### config.mk
export PLATFORM = sky130hd
export DESIGN_NAME = id_stage_flat
export DESIGN_NICKNAME = d
export VERILOG_FILES = /design/src/rtl/risc_pkg.sv /design/src/rtl/id_stage_if.sv /design/src/rtl/id_stage_alu_decoder.sv /design/src/rtl/id_stage.sv /design/src/flat_wrapper.sv
export SDC_FILE = /design/constraint.sdc
export NUM_CORES = 1
export LEC_CHECK = 0
export ABC_AREA = 1
export CORE_MARGIN = 8
export CORE_UTILIZATION = 40
export CTS_BUF_LIST = sky130_fd_sc_hd__clkbuf_4 sky130_fd_sc_hd__clkbuf_8
export DETAILED_ROUTE_END_ITERATION = 10
export PLACE_DENSITY = 0.84
export SYNTH_ARGS = -nofsm -noshare
export SYNTH_HDL_FRONTEND = slang
export SYNTH_SLANG_ARGS = --single-unit
### constraint.sdc
create_clock -name clk -period 5.25 [get_ports clk]
set_input_delay 1.575 -clock clk [delete_from_list [all_inputs] [get_ports clk]]
set_output_delay 1.575 -clock clk [all_outputs]
set_load 0.05 [all_outputs]
### src/rtl/risc_pkg.sv
// Shared RV32I definitions: ALU operation encoding, opcode and funct7 constants,
// and the funct3-to-operation map that OP and OP-IMM have in common.
package risc_pkg;

  typedef enum logic [3:0] {
    ALU_ADD  = 4'd0,
    ALU_SUB  = 4'd1,
    ALU_SLL  = 4'd2,
    ALU_SLT  = 4'd3,
    ALU_SLTU = 4'd4,
    ALU_XOR  = 4'd5,
    ALU_SRL  = 4'd6,
    ALU_SRA  = 4'd7,
    ALU_OR   = 4'd8,
    ALU_AND  = 4'd9
  } alu_op_t;

  localparam logic [6:0] OPC_OP     = 7'b0110011;
  localparam logic [6:0] OPC_OP_IMM = 7'b0010011;
  localparam logic [6:0] OPC_LUI    = 7'b0110111;
  localparam logic [6:0] OPC_AUIPC  = 7'b0010111;

  localparam logic [6:0] F7_BASE = 7'b0000000;
  localparam logic [6:0] F7_ALT  = 7'b0100000;

  function automatic alu_op_t funct3_op(input logic [2:0] f3);
    alu_op_t op;
    case (f3)
      3'b000:  op = ALU_ADD;
      3'b001:  op = ALU_SLL;
      3'b010:  op = ALU_SLT;
      3'b011:  op = ALU_SLTU;
      3'b100:  op = ALU_XOR;
      3'b101:  op = ALU_SRL;
      3'b110:  op = ALU_OR;
      default: op = ALU_AND;
    endcase
    return op;
  endfunction

endpackage

### src/rtl/id_stage_if.sv
// Fetch-side, register-file and execute-side signals of the decode stage.
interface id_stage_if;
  import risc_pkg::*;

  logic        in_valid;
  logic        in_ready;
  logic [31:0] in_instr;
  logic [31:0] in_pc;
  logic [4:0]  rs1_addr;
  logic [4:0]  rs2_addr;
  logic [31:0] rs1_data;
  logic [31:0] rs2_data;
  logic        flush;
  logic        out_valid;
  logic        out_ready;
  logic [31:0] out_alu_a;
  logic [31:0] out_alu_b;
  alu_op_t     out_alu_op;
  logic [4:0]  out_rd;
  logic        out_rd_we;
  logic        out_illegal;
  logic [31:0] out_pc;

  modport master (
    output in_valid, in_instr, in_pc, rs1_data, rs2_data, flush, out_ready,
    input  in_ready, rs1_addr, rs2_addr, out_valid, out_alu_a, out_alu_b,
           out_alu_op, out_rd, out_rd_we, out_illegal, out_pc
  );

  modport slave (
    input  in_valid, in_instr, in_pc, rs1_data, rs2_data, flush, out_ready,
    output in_ready, rs1_addr, rs2_addr, out_valid, out_alu_a, out_alu_b,
           out_alu_op, out_rd, out_rd_we, out_illegal, out_pc
  );

endinterface

### src/rtl/id_stage_alu_decoder.sv
// Combinational decode of ALU-class RV32I instructions into operands and operation.
module alu_decoder
  import risc_pkg::*;
(
  input  logic [31:0] instr,
  input  logic [31:0] pc,
  input  logic [31:0] rs1_data,
  input  logic [31:0] rs2_data,
  output logic [31:0] alu_a,
  output logic [31:0] alu_b,
  output alu_op_t     alu_op,
  output logic        rd_we,
  output logic        illegal
);

  logic [6:0]  opcode;
  logic [2:0]  f3;
  logic [6:0]  f7;
  logic [31:0] rs1_val;
  logic [31:0] rs2_val;
  logic [31:0] imm_i;
  logic [31:0] imm_u;
  logic [31:0] shamt;
  logic        legal;

  assign opcode  = instr[6:0];
  assign f3      = instr[14:12];
  assign f7      = instr[31:25];
  assign rs1_val = (instr[19:15] == 5'd0) ? 32'd0 : rs1_data;
  assign rs2_val = (instr[24:20] == 5'd0) ? 32'd0 : rs2_data;
  assign imm_i   = {{20{instr[31]}}, instr[31:20]};
  assign imm_u   = {instr[31:12], 12'b0};
  assign shamt   = {27'b0, instr[24:20]};

  // Operands are only driven on legal paths so illegal words emit a=b=0, ADD.
  always_comb begin
    legal  = 1'b0;
    alu_a  = 32'd0;
    alu_b  = 32'd0;
    alu_op = ALU_ADD;
    case (opcode)
      OPC_OP: begin
        if (f7 == F7_BASE) begin
          legal  = 1'b1;
          alu_op = funct3_op(f3);
        end else if (f7 == F7_ALT && f3 == 3'b000) begin
          legal  = 1'b1;
          alu_op = ALU_SUB;
        end else if (f7 == F7_ALT && f3 == 3'b101) begin
          legal  = 1'b1;
          alu_op = ALU_SRA;
        end
        if (legal) begin
          alu_a = rs1_val;
          alu_b = rs2_val;
        end
      end
      OPC_OP_IMM: begin
        case (f3)
          3'b001: begin
            legal  = (f7 == F7_BASE);
            alu_op = legal ? ALU_SLL : ALU_ADD;
            alu_b  = legal ? shamt : 32'd0;
          end
          3'b101: begin
            legal  = (f7 == F7_BASE) || (f7 == F7_ALT);
            alu_op = !legal ? ALU_ADD : ((f7 == F7_ALT) ? ALU_SRA : ALU_SRL);
            alu_b  = legal ? shamt : 32'd0;
          end
          default: begin
            legal  = 1'b1;
            alu_op = funct3_op(f3);
            alu_b  = imm_i;
          end
        endcase
        alu_a = legal ? rs1_val : 32'd0;
      end
      OPC_LUI: begin
        legal = 1'b1;
        alu_b = imm_u;
      end
      OPC_AUIPC: begin
        legal = 1'b1;
        alu_a = pc;
        alu_b = imm_u;
      end
      default: legal = 1'b0;
    endcase
  end

  assign illegal = !legal;
  assign rd_we   = legal && (instr[11:7] != 5'd0);

endmodule

### src/rtl/id_stage.sv
// RV32I decode stage: valid/ready capture into a single registered output slot
// with backpressure hold and flush.
module id_stage
  import risc_pkg::*;
(
  input logic         clk,
  input logic         rst,
  id_stage_if.slave   bus
);

  logic [31:0] dec_a;
  logic [31:0] dec_b;
  alu_op_t     dec_op;
  logic        dec_we;
  logic        dec_ill;

  logic        valid_q,   valid_d;
  logic [31:0] alu_a_q,   alu_a_d;
  logic [31:0] alu_b_q,   alu_b_d;
  alu_op_t     alu_op_q,  alu_op_d;
  logic [4:0]  rd_q,      rd_d;
  logic        rd_we_q,   rd_we_d;
  logic        illegal_q, illegal_d;
  logic [31:0] pc_q,      pc_d;
  logic        in_ready;
  logic        load;

  alu_decoder u_dec (
    .instr    (bus.in_instr),
    .pc       (bus.in_pc),
    .rs1_data (bus.rs1_data),
    .rs2_data (bus.rs2_data),
    .alu_a    (dec_a),
    .alu_b    (dec_b),
    .alu_op   (dec_op),
    .rd_we    (dec_we),
    .illegal  (dec_ill)
  );

  assign in_ready     = !valid_q || bus.out_ready;
  assign load         = bus.in_valid && in_ready && !bus.flush;
  assign bus.in_ready = in_ready;
  assign bus.rs1_addr = bus.in_instr[19:15];
  assign bus.rs2_addr = bus.in_instr[24:20];

  always_comb begin
    valid_d   = valid_q;
    alu_a_d   = alu_a_q;
    alu_b_d   = alu_b_q;
    alu_op_d  = alu_op_q;
    rd_d      = rd_q;
    rd_we_d   = rd_we_q;
    illegal_d = illegal_q;
    pc_d      = pc_q;
    if (bus.flush) begin
      valid_d = 1'b0;
    end else if (load) begin
      valid_d   = 1'b1;
      alu_a_d   = dec_a;
      alu_b_d   = dec_b;
      alu_op_d  = dec_op;
      rd_d      = bus.in_instr[11:7];
      rd_we_d   = dec_we;
      illegal_d = dec_ill;
      pc_d      = bus.in_pc;
    end else if (bus.out_ready) begin
      valid_d = 1'b0;
    end
  end

  always_ff @(posedge clk) begin
    if (rst) begin
      valid_q   <= 1'b0;
      alu_a_q   <= 32'd0;
      alu_b_q   <= 32'd0;
      alu_op_q  <= ALU_ADD;
      rd_q      <= 5'd0;
      rd_we_q   <= 1'b0;
      illegal_q <= 1'b0;
      pc_q      <= 32'd0;
    end else begin
      valid_q   <= valid_d;
      alu_a_q   <= alu_a_d;
      alu_b_q   <= alu_b_d;
      alu_op_q  <= alu_op_d;
      rd_q      <= rd_d;
      rd_we_q   <= rd_we_d;
      illegal_q <= illegal_d;
      pc_q      <= pc_d;
    end
  end

  assign bus.out_valid   = valid_q;
  assign bus.out_alu_a   = alu_a_q;
  assign bus.out_alu_b   = alu_b_q;
  assign bus.out_alu_op  = alu_op_q;
  assign bus.out_rd      = rd_q;
  assign bus.out_rd_we   = rd_we_q;
  assign bus.out_illegal = illegal_q;
  assign bus.out_pc      = pc_q;

endmodule

### src/flat_wrapper.sv
// flat-port wrapper written by rule: the top's interface ports become plain ports
module id_stage_flat import risc_pkg::*;
  (clk, rst, bus_in_valid, bus_in_instr, bus_in_pc, bus_rs1_data, bus_rs2_data, bus_flush, bus_out_ready, bus_in_ready, bus_rs1_addr, bus_rs2_addr, bus_out_valid, bus_out_alu_a, bus_out_alu_b, bus_out_alu_op, bus_out_rd, bus_out_rd_we, bus_out_illegal, bus_out_pc);
  id_stage_if bus_i ();
  input logic clk;
  input logic rst;
  input wire logic [$bits(bus_i.in_valid)-1:0] bus_in_valid;
  input wire logic [$bits(bus_i.in_instr)-1:0] bus_in_instr;
  input wire logic [$bits(bus_i.in_pc)-1:0] bus_in_pc;
  input wire logic [$bits(bus_i.rs1_data)-1:0] bus_rs1_data;
  input wire logic [$bits(bus_i.rs2_data)-1:0] bus_rs2_data;
  input wire logic [$bits(bus_i.flush)-1:0] bus_flush;
  input wire logic [$bits(bus_i.out_ready)-1:0] bus_out_ready;
  output wire logic [$bits(bus_i.in_ready)-1:0] bus_in_ready;
  output wire logic [$bits(bus_i.rs1_addr)-1:0] bus_rs1_addr;
  output wire logic [$bits(bus_i.rs2_addr)-1:0] bus_rs2_addr;
  output wire logic [$bits(bus_i.out_valid)-1:0] bus_out_valid;
  output wire logic [$bits(bus_i.out_alu_a)-1:0] bus_out_alu_a;
  output wire logic [$bits(bus_i.out_alu_b)-1:0] bus_out_alu_b;
  output wire logic [$bits(bus_i.out_alu_op)-1:0] bus_out_alu_op;
  output wire logic [$bits(bus_i.out_rd)-1:0] bus_out_rd;
  output wire logic [$bits(bus_i.out_rd_we)-1:0] bus_out_rd_we;
  output wire logic [$bits(bus_i.out_illegal)-1:0] bus_out_illegal;
  output wire logic [$bits(bus_i.out_pc)-1:0] bus_out_pc;
  assign bus_i.in_valid = bus_in_valid;
  assign bus_i.in_instr = bus_in_instr;
  assign bus_i.in_pc = bus_in_pc;
  assign bus_i.rs1_data = bus_rs1_data;
  assign bus_i.rs2_data = bus_rs2_data;
  assign bus_i.flush = bus_flush;
  assign bus_i.out_ready = bus_out_ready;
  assign bus_in_ready = bus_i.in_ready;
  assign bus_rs1_addr = bus_i.rs1_addr;
  assign bus_rs2_addr = bus_i.rs2_addr;
  assign bus_out_valid = bus_i.out_valid;
  assign bus_out_alu_a = bus_i.out_alu_a;
  assign bus_out_alu_b = bus_i.out_alu_b;
  assign bus_out_alu_op = bus_i.out_alu_op;
  assign bus_out_rd = bus_i.out_rd;
  assign bus_out_rd_we = bus_i.out_rd_we;
  assign bus_out_illegal = bus_i.out_illegal;
  assign bus_out_pc = bus_i.out_pc;
  id_stage u_core (.clk(clk), .rst(rst), .bus(bus_i));
endmodule
==> qor.yml <==
io_buffer_count: 251
pin_count: 252
clkTransAtPathRegs_ns: 0.08
postLayoutSetupSlackWorst_ns: 0.665
cts_tree: "done"
globalRoute.totalOverflow: 0
clockRootBuffer: "clkbuf_8"
clock-sinks: 108
final_cell_mix: "302 x nand2_1, 250 x clkdlybuf4s50_1, 114 x nand3_1"
track_usage: 0.223
fin_crit_ns: 4.59
gp_congestion: 0.827
area_growth_pct: 44.8
tightest_slew_ns: 1.19
synth_cell_types: 27
critical_path_class: "primary input to output port"
drive_gt1_frac: 0.0482
fin_area_sq_mm: 0.00843
cts_buffers: 9
cap_violations: 0
p_switching_mw: 0.531
die_y_microns: 137
rows: 44
grt_pass1_wl_microns: 33300
fmax_ghz: 0.218
ys_warn_count: 0
wirelength_microns: 21300
grt_max_degree: 109
whs_ns: 0.466
finalCritPeriodShare: 0.873
seqPwrFrac: 0.499
outcome: "finished, final reports clean"
grt_pass1_vias: 6519
fin_util: 0.587
intPower_mw: 1.17
cts_htree_levels: 3
cellPowerDensity_mw_per_mm2: 202
swShare: 0.311
wl_per_cell_microns: 16.4
die-area_sq_mm: 0.0187
layout_commonest_cell: "nand2_1"
worst_slew_margin_rel: 0.202
holdBufCountCts: 0
synthesis.area_sq_mm: 0.00582
syn-instance-count: 923
antenna_found_initial: 0
drc: 0
slew_viol_final: 0
hold_viol_final: 0
critPathMaxFanout: 2
critPathRequiredTime_ns: 3.68
routed_via_density: 5.10
worstPathArrival_ns: 3.01
cp-end-kind: "output port"
combPwrFrac: 0.222
hpwl_microns: 14900
rsz0062_at_grt: "no"
hold_class: "flip-flop to flip-flop"
seq_area_frac_synth: 0.371
fin_setup_tns_ns: 0
drt-initial-drc-count: 474
fin_nets: 1249
cts_resized: 0
post-place-ws_ns: 0.672
core_sq_mm: 0.0144
clk_latency_ns: 0.37
peakVddDrop_mv: 0.108
syn_area_per_cell_sq_um: 6.31
vias: 6653
initial_core_util: 0.405
drt-pass1-iter-count: 5
clock_path_buffers: 2
cp-start-kind: "primary input"
dieWidth_microns: 137
placed_area_sq_mm: 0.00826
leakagePower_nw: 3.49
clockPowerShare: 0.279
setup_viol: 0
skew_ns: 0.0176
ant_nets: 0
n_antenna_cell: 0
synth_fp_nets: 1056
post_cts_buffers: 0
ys_seq_elements: 108
==> power groups by stage <==
stage               Sequential [mW]  Clock (mW)  Combinational (mW)
finish                        0.851       0.475               0.378
global route                  0.854       0.523               0.402
CTS                           0.851       0.494               0.378
detailed placement            0.870           0               0.377
global placement              0.869           0               0.373
floorplan                     0.946           0               0.117
==> through the flow <==
stage / std cells / total power [mW]
after global routing: 1305 / 1.78
after CTS: 1305 / 1.72
after global placement: 1289 / 1.24
after floorplan: 923 / 1.06
final: 1305 / 1.70
after detailed placement: 1289 / 1.25
==> flip-flops by register name (all words and copies together) (netlist names) <==
register	cells
u_core.bus.out_alu_a	32
u_core.bus.out_alu_b	32
u_core.bus.out_pc	32
u_core.bus.out_rd	5
u_core.bus.out_alu_op	4
u_core.bus.out_illegal	1
u_core.bus.out_rd_we	1
u_core.bus.out_valid	1
==> cell type report <==
class                   count  area [sq um]
fillers                  1363          5930
clock buffers              10           131
inverters                  71           268
clock inverters             6          38.8
multi-input cells         666          3000
flip-flops and latches    108          2160
well taps                 184           230
repair buffers            260          2600
==> final timing paths <==
path / cells after the start / from / end / slack [ns]
max: 4 / bus_out_ready / bus_in_ready / 0.66
min: 2 / u_core.bus.out_alu_b[31] / u_core.bus.out_alu_b[31] / 0.47
max reg2reg: 7 / u_core.bus.out_valid / u_core.bus.out_alu_a[16] / 3.21
min reg2reg: 2 / u_core.bus.out_alu_b[31] / u_core.bus.out_alu_b[31] / 0.47
==> per-layer routing <==
metal	up-vias	track usage	routed length (microns)
li1	3330	-	-
met1	3011	0.264	8710
met2	259	0.361	9830
met3	53	0.0646	1950
met4	0	0.111	850
met5	-	0	0
==> cell usage after synthesis, drive strengths merged <==
library cell | number | area [sq um]
nor3 | 7 | 40.0
o21ai | 42 | 210
nand3 | 115 | 581
a211oi | 2 | 15.0
nor2 | 91 | 367
clkbuf | 36 | 135
o211ai | 1 | 7.51
a21oi | 70 | 395
nand4 | 32 | 206
nand2 | 303 | 1140
dfxtp | 108 | 2160
nor4 | 1 | 6.26
inv | 71 | 267
buf | 42 | 280
a31oi | 2 | 12.5
==> logic make-up (layout without fill, tap and decap cells) <==
logic type,count (synthesis),in the layout,share of synthesized area
compound gates,117,117,0.110
buf+inv,149,347,0.117
flops,108,108,0.371
simple gates,549,549,0.402
==> critical path: stages <==
cell	delay [ns]
clkdlybuf4s50_1	0.40
nor2_1	0.23
inv_1	0.10
clkdlybuf4s50_1	0.71
Note: power is estimated with default switching activity, not from simulation.
==> patch (config.mk and constraints unchanged) <==
Reset style: asynchronous (`rst`), changed in one clocked block.
--- a/src/rtl/id_stage.sv
+++ b/src/rtl/id_stage.sv
@@ -68,7 +68,7 @@
     end
   end
 
-  always_ff @(posedge clk) begin
+  always_ff @(posedge clk or posedge rst) begin
     if (rst) begin
       valid_q   <= 1'b0;
       alu_a_q   <= 32'd0;
Behaviour: differs if rst is asserted again (counterexample within 4 cycles, from zero or initial values and one cycle with rst high); with rst held inactive, the same outputs for 4 cycles.
==> patch against the unedited design <==
- sequential cell count unchanged
- critical endpoint is now bus_rs2_addr[3]
- clock power increased by 12%
- power increased by 18%
- largest power group unchanged
- core utilization increased by 1.2 points
- register-to-register slack got worse by 0.04 ns
- design area increased by 3.2%
- worst hold slack improved by 0.016 ns
- wire length about the same
- synthesized area increased by 2.5%
- critical path depth decreased by 2
- worst setup slack improved by 0.017 ns
==> patch: results (changes against the unedited design) <==
Switching Share 34.46% (+3.3 points); Via Count 6520 (-2.0%); top post-synthesis cells by area dfrtp_1 45%, nand2_1 25%, nand3_1 10%; layout cell share with drive strength beyond 1 3.663% (-1.2 points); Rel. slew slack 27.73% (+7.5 points); Mean Syn Cell Area 6.783 um^2 (+7.5%); syn nets 1013 (-4.1%); Max stage delay on crit path 0.85 ns (+0.14 ns); first-pass GRT wire length 33540 um (+0.68%); 1st-iter DRT viols 567 (+20%); worst-path maximum fanout 4 (+2); hpwl dp 15130 um (+1.5%); routability congestion estimate 0.8617 (+4.2%); Worst EP arrival 2.99 ns (-0.02 ns); Cell variety after synth 22 (-19%); Post-synth top cells 402 x nand2_1, 121 x nand3_1, 108 x dfrtp_1; post-synthesis async set-or-reset flop share 100.0% (+100 points); leakage 4.485 nW (+29%); pin count of the biggest net entering global routing 102 (-6.4%); Clk. pwr 0.000530 W (+12%); initial antenna violation count 3 (+3); TritonRoute pass-1 iters 5 (unchanged); final std cells w/o fill 1276 (-2.2%); Clk Latency, worst-skew pair 0.39 ns (+0.02 ns); Placed Instance Area 8507 um^2 (+2.9%); Switching Power 0.0006938 W (+31%); clk slew on worst S/H paths 0.10 ns (+0.02 ns); Total Nets Final 1220 (-2.3%); Total Routing Usage GR 21.33% (-0.96 points); vias in the first global route 6093 (-6.5%); status finished, final reports clean; Worst VDD drop 0.0001763 V (+63%); WL/cell 16.73 um (+2.3%); clock root cell clkbuf_8; Inst Count DP 1260 (-2.2%); sequential area share after synthesis 45.27% (+8.2 points); final setup skew 0.01037 ns (-0.007246 ns); Comb power 0.000576 W (+52%); DP Worst Slack 0.6974 ns (+0.02573 ns); Max clock buf depth 2 (unchanged); ys flop type dfrtp_1
## patch: final cells by class
| class | instances | area [um^2] |
|---|---|---|
| flip-flops and latches | 108 | 2703 |
| inverters | 63 | 240.2 |
| clock buffers | 9 | 123.9 |
| multi-input cells | 645 | 2729 |
| fillers | 1320 | 5827 |
| clock inverters | 7 | 76.32 |
| well taps | 184 | 230.2 |
| repair buffers | 260 | 2605 |
## patch: worst min-delay path, delay by kind of cell (launching register included)
kind | cells | cell delay (ns)
flip-flops | 1 | 0.36
AND/OR/NAND/NOR | 2 | 0.10
## patch: worst paths after layout
kind	from	endpoint	slack [ns]	cells after the start
worst min-delay path	u_core.bus.out_pc[30]	u_core.bus.out_pc[30]	0.48	2
worst min register to register	u_core.bus.out_pc[30]	u_core.bus.out_pc[30]	0.48	2
min in group asynchronous	rst	u_core.bus.out_alu_op[1]	1.63	2
worst max register to register	u_core.bus.out_valid	u_core.bus.out_illegal	3.17	7
max in group asynchronous	rst	u_core.bus.out_pc[26]	2.86	3
worst max-delay path	bus_in_instr[23]	bus_rs2_addr[3]	0.68	2
## patch: kinds of logic (layout without fill, tap and decap cells)
family                 after synthesis  after routing  synth area share (%)
AO/OA/AOI/OAI                       67             67                 5.659
AND/OR/NAND/NOR                    578            578                 39.72
buffers and inverters              127            339                 9.348
flip-flops                         108            108                 45.27
## patch: per-layer routing
metal | track usage, % | part of all wire (%) | vias up
met5 | 0 | 0.17 | -
met4 | 9.325 | 3.8 | 6
met3 | 5.822 | 7.7 | 57
met2 | 33.97 | 48 | 312
met1 | 26.54 | 41 | 2991
li1 | - | - | 3154
